File: config.mk
export PLATFORM = sky130hd
export DESIGN_NAME = writeback_unit
export DESIGN_NICKNAME = d
export VERILOG_FILES = /design/src/rtl/writeback_unit.sv
export SDC_FILE = /design/constraint.sdc
export NUM_CORES = 2
export LEC_CHECK = 0
export BUFFER_PORTS_ARGS = -buffer_cell sky130_fd_sc_hd__buf_4
export CAP_MARGIN = 20
export CORE_ASPECT_RATIO = 0.7
export CORE_MARGIN = 2
export CORE_UTILIZATION = 68
export DETAILED_ROUTE_END_ITERATION = 6
export MAX_ROUTING_LAYER = met4
export PLACE_DENSITY = 0.95
export SETUP_SLACK_MARGIN = 0.15
export SYNTH_ARGS = -nofsm -noshare
export SYNTH_HDL_FRONTEND = slang
export SYNTH_SLANG_ARGS = --single-unit
File: constraint.sdc
create_clock -name clk -period 7.45 [get_ports clk]
set_input_delay 1.1175 -clock clk [delete_from_list [all_inputs] [get_ports clk]]
set_output_delay 1.1175 -clock clk [all_outputs]
set_load 0.05 [all_outputs]
File: src/rtl/writeback_unit.sv
// Register-file writeback stage: commits execute results to a 32x32 GR file, splitting
// dual-destination bundles over two cycles. Optional same-cycle read bypass: WB_BYPASS_EN.
module writeback_unit #(
    parameter int XLEN = 32,
    parameter int NREG = 32
) (
    input  logic            clk,
    input  logic            rst_n,
    input  logic            valid_i,
    output logic            ready_o,
    input  logic [XLEN-1:0] result_i,
    input  logic [XLEN-1:0] result2_i,
    input  logic [4:0]      destination_i,
    input  logic [4:0]      destination2_i,
    input  logic [4:0]      rd_addr1_i,
    output logic [XLEN-1:0] rd_data1_o,
    input  logic [4:0]      rd_addr2_i,
    output logic [XLEN-1:0] rd_data2_o,
    output logic [31:0]     write_count_o
);

    typedef enum logic {
        IDLE,
        SECOND
    } state_t;

    state_t          state, state_nxt;
    logic [XLEN-1:0] gr [NREG];
    logic [XLEN-1:0] hold_data_p1;
    logic [4:0]      hold_d2_p1;

    logic            wr_en;
    logic [4:0]      wr_addr;
    logic [XLEN-1:0] wr_data;
    logic            hold_load;

    assign ready_o = (state == IDLE);

    // Single write port arbitration; result2 wins when both destinations collide.
    always_comb begin
        state_nxt = state;
        wr_en     = 1'b0;
        wr_addr   = '0;
        wr_data   = '0;
        hold_load = 1'b0;
        case (state)
            IDLE: begin
                if (valid_i) begin
                    if (destination2_i == '0) begin
                        wr_en   = (destination_i != '0);
                        wr_addr = destination_i;
                        wr_data = result_i;
                    end else if (destination_i == '0 || destination_i == destination2_i) begin
                        wr_en   = 1'b1;
                        wr_addr = destination2_i;
                        wr_data = result2_i;
                    end else begin
                        wr_en     = 1'b1;
                        wr_addr   = destination_i;
                        wr_data   = result_i;
                        hold_load = 1'b1;
                        state_nxt = SECOND;
                    end
                end
            end
            SECOND: begin
                wr_en     = (hold_d2_p1 != '0);
                wr_addr   = hold_d2_p1;
                wr_data   = hold_data_p1;
                state_nxt = IDLE;
            end
        endcase
    end

    // Stage boundary: control state, hold registers and commit counter.
    always_ff @(posedge clk or negedge rst_n) begin
        if (!rst_n) begin
            state         <= IDLE;
            hold_data_p1  <= '0;
            hold_d2_p1    <= '0;
            write_count_o <= '0;
        end else begin
            state <= state_nxt;
            if (hold_load) begin
                hold_data_p1 <= result2_i;
                hold_d2_p1   <= destination2_i;
            end
            if (wr_en) begin
                write_count_o <= write_count_o + 32'd1;
            end
        end
    end

    // Stage boundary: general register array (r0 is never written).
    always_ff @(posedge clk or negedge rst_n) begin
        if (!rst_n) begin
            for (int i = 0; i < NREG; i++) begin
                gr[i] <= '0;
            end
        end else if (wr_en) begin
            gr[wr_addr] <= wr_data;
        end
    end

    always_comb begin
        rd_data1_o = (rd_addr1_i == '0) ? '0 : gr[rd_addr1_i];
        rd_data2_o = (rd_addr2_i == '0) ? '0 : gr[rd_addr2_i];
`ifdef WB_BYPASS_EN
        // wr_en already implies a nonzero wr_addr, so r0 stays zero here too.
        if (wr_en && wr_addr == rd_addr1_i) begin
            rd_data1_o = wr_data;
        end
        if (wr_en && wr_addr == rd_addr2_i) begin
            rd_data2_o = wr_data;
        end
`endif
    end

endmodule

# == After elaboration in Yosys (flattened, before gate mapping) ==
# Index checks and enable logic that the tools add are counted.
# totals
regBits,1094
ramBits,0
memories,0
word_cells,81
latch_bits,0
output_inout_bits,97
in_bits,87
mem_bits_ro,0
# classes
eq_ne,1
add_sub_neg,1
div,0
n_mux,27
n_bitwise,4
n_shift,0
reduce_logical,8
order_cmp,4
mul,0
# op_table
operator,n
$bwmux W1024,1
$bmux W32 S5,2
$mux W32,10
$demux W32 S5,1
$pmux W32 S2,1
$add A32 B1 Y32 const B,1
$logic_not A5 Y1,4
$ge A6 B6 Y1 const B,3
$not A5 Y6,3
$mux W5,3
$pmux W5 S2,1
$reduce_bool A5 Y1,2
$lt A6 B1 Y1 const B,1
$mux W1,6
$eq A5 B5 Y1,1
$pmux W1 S2,2
$logic_and A1 B1 Y1,1
$logic_or A1 B1 Y1,1
$not A1 Y1,1

# == Depth between registers and ports, before layout ==
# logic_depth
depth_word,12
depth_mapped,12
depth_no_buf,7

# == Worst setup path before layout ==
# OpenSTA, ideal clock, no wires.
# synth_path
kind,input to output
from,in rd_addr1_i[0]
to,out rd_data1_o[26]
arrival_time_ps,4284
path_slack_ps,2049
stages,9
path_buffers,5
path_cell_list,clkbuf_1 -> buf_2 -> buf_1 -> buf_2 -> buf_1 -> mux2i_1 -> o221ai_1 -> a221oi_1 -> nor3_1
# synth_between
elab_chain_len,5
# synth_rtl
element,line_no,rtl
"start, declared",15,"input logic [4:0] rd_addr1_i,"
$not A5 Y6 (implied by the code),106,rd_data1_o = (rd_addr1_i == '0) ? '0 : gr[rd_addr1_i];
$bmux W32 S5,106,
$mux W32 (implied by the code) (2 in series),106,
$mux W32 (*),106,
"end, declared",16,"output logic [XLEN-1:0] rd_data1_o,"
# Mark *: on every way between the ends. The rest lies on a longest branch, timed or not. The select of a mux whose other input is x is not followed.

# == Worst setup path after layout ==
# layout_path
from,in rd_addr1_i[1]
to,out rd_data1_o[30]
# Same word-level chain as after synthesis.

==> results.cfg <==
[status]
outcome = complete, no violations

[power]
powerDensity_mw_per_mm2 = 349
p_leak_uw = 0.0284
ir_worst_vdd_mv = 0.254

[sta]
slew_headroom_pct = 20.7
hold_violations = 0
whs_ns = 0.395
tns_ns = 0
max_freq_ghz = 0.180
slew_violations = 0
rsz0062_at_grt = no
fin_crit_sh_pct = 74.6
finalClockSkew_ns = 0.0337
setup_viol = 0
post-route-min-period_ns = 5.55
tightestPinTransition_ns = 1.19

[worst_setup_path]
reg2reg_depth = 9
crit_arrival_ns = 4.44
end_kind = output pin
path_class = in -> out
required_ns = 6.33
start_kind = input port
crit_fanout = 85

[placed_design]
place_area_mm2 = 0.0602
dp_hpwl_um = 95900
io_buffers = 183
gp_congestion = 0.847

[job]
maxCapViolCount = 0

[clock_tree]
post_cts_resized = 0
clkLatencyLatePin_ns = 0.71
cts_buffers = 101
cts_tree = done
postCtsSetupBuffers = 0
clock_path_buffers = 3
root_buffer = clkbuf_16
cts_sinks = 1094
clk_pin_slew_ns = 0.06
htreeDepth = 3
postCtsHoldBufs = 0

[routing]
post_drt_via_cell_ratio = 7.66
drtAntennaViolNets = 0
drtPass1Iterations = 6
drc = 0
drtIter0Drc = 5310
vias = 37800
wl_per_cell_um = 34.7
wl_um = 171000

[grt]
grt_overflow = 0
grt_pass1_wl_um = 259000
grt_max_degree = 179
grt_use_total_pct = 41.3
antenna_found_initial = 3
grt_pass1_vias = 40400

[final_layout]
mostFrequentLayoutCells = dfrtp_1, mux2_2, mux4_2
n_fill_cell = 4437
multiInputGateArea_mm2 = 0.0290
area_delta_synth_final_pct = 10.3
fin_nets = 3809
seq_area_mm2 = 0.0274
layout_commonest_cell = dfrtp_1
final_layout_size_suffix_gt1_share_pct = 55.9
final_area_mm2 = 0.0638
fin_util_pct = 75.7

[logic_synthesis]
synth_edf_count = 0
ys_ff_latch = 1094
synthTopCellsByArea = dfrtp_1, mux4_2, mux2_2
synth_area_leader_cell = dfrtp_1
avgSynthCellArea_um2 = 15.4
syn_area_mm2 = 0.0578
synth_top_area_share_pct = 47.3
ys_warn_count = 0
synthCells = 3751
synth_cell_type_count = 50
syn_nets = 3839
synth_ff_type = dfrtp_1
async_flop_share_pct = 100
yosysSeqAreaShare_pct = 47.3

[floorplanning]
dieArea_mm2 = 0.0874
rows = 89
die_x_um = 353
start_util_pct = 68.6
coreArea_mm2 = 0.0843
die_height_um = 248
num_io_pins = 184

[hold_path]
hold_depth = 0
hp-class = reg -> reg
## report_power, final
group          internal (µW)  switching (µW)  leakage, µW  total [µW]
Clock                   3110            2370      0.00169        5480
Combinational           3970            2960       0.0123        6930
Sequential              8060            1780       0.0144        9840
Total                  15100            7120       0.0284       22300
## path summary, 6_finish.rpt
path | endpoint | start | slack [ns]
worst min-delay path | gr[1015] | gr[1015] | 0.39
worst min register to register | gr[1015] | gr[1015] | 0.39
max in group asynchronous | gr[585] | rst_n | 5.45
worst max register to register | gr[562] | state | 2.83
worst max-delay path | rd_data1_o[30] | rd_addr1_i[1] | 1.90
min in group asynchronous | write_count_o[20] | rst_n | 0.46
## registers in the layout, summed over array words and instances (netlist names)
name / count
state: 1
gr: 1024
hold_data_p1: 32
write_count_o: 32
hold_d2_p1: 5
## cell usage after synthesis (27+ instances only)
| cell type | count |
|---|---|
| nor2_1 | 58 |
| mux4_2 | 544 |
| buf_2 | 82 |
| clkbuf_1 | 262 |
| dfrtp_1 | 1094 |
| nand2_1 | 67 |
| xnor2_1 | 30 |
| mux2i_1 | 162 |
| nor3_1 | 34 |
| o221ai_1 | 27 |
| o21ai_0 | 39 |
| a221oi_1 | 32 |
| buf_1 | 77 |
| mux2_2 | 1052 |
## cell families (layout without fill, tap and decap cells)
logic type | count (synthesis) | after routing | synth area share (%)
AOI/OAI and AO/OA | 178 | 178 | 2.22
xor gates and xnor gates | 36 | 36 | 0.545
adders and majority gates | 1 | 1 | 0.0216
buffers and inverters | 437 | 483 | 3.08
DFF | 1094 | 1094 | 47.3
muxes | 1784 | 1784 | 45.0
other | 0 | 2 | 0
and+or+nand+nor | 221 | 221 | 1.80
## routing by layer
layer | vias up | track usage [%] | share of wire (%)
li1 | 14400 | - | -
met1 | 19800 | 53.3 | 36
met2 | 2822 | 59.9 | 45
met3 | 742 | 12.8 | 13
met4 | 0 | 21.3 | 5.6
met5 | - | - | 0
## layout make-up
class	instances	area share, %
inverters	9	0.0530
well taps	1137	2.23
multi-input cells	2220	45.4
repair buffers	295	4.05
clock buffers	150	4.76
diodes	2	0.00784
flip-flops and latches	1094	42.9
clock inverters	29	0.600
## critical path: stages
cell and delay [ns]:
buf_8 0.55, or3_2 0.87, buf_4 0.58, o22ai_1 0.20, a211o_1 0.34, a21oi_1 0.20, nor3_1 0.16, buf_4 0.28
## per-stage QoR
stage / std cells / power (µW) / worst slack, ns
2_1_floorplan: 3751 / 14400 / 2.05
3_3_place_gp: 4738 / 15900 / 2.10
3_5_place_dp: 4744 / 16500 / 2.10
4_1_cts: 4923 / 22100 / 1.98
5_1_grt: 4936 / 23000 / 1.82
6_report: 4936 / 22300 / 1.90
(Power assumes the default switching activity.)
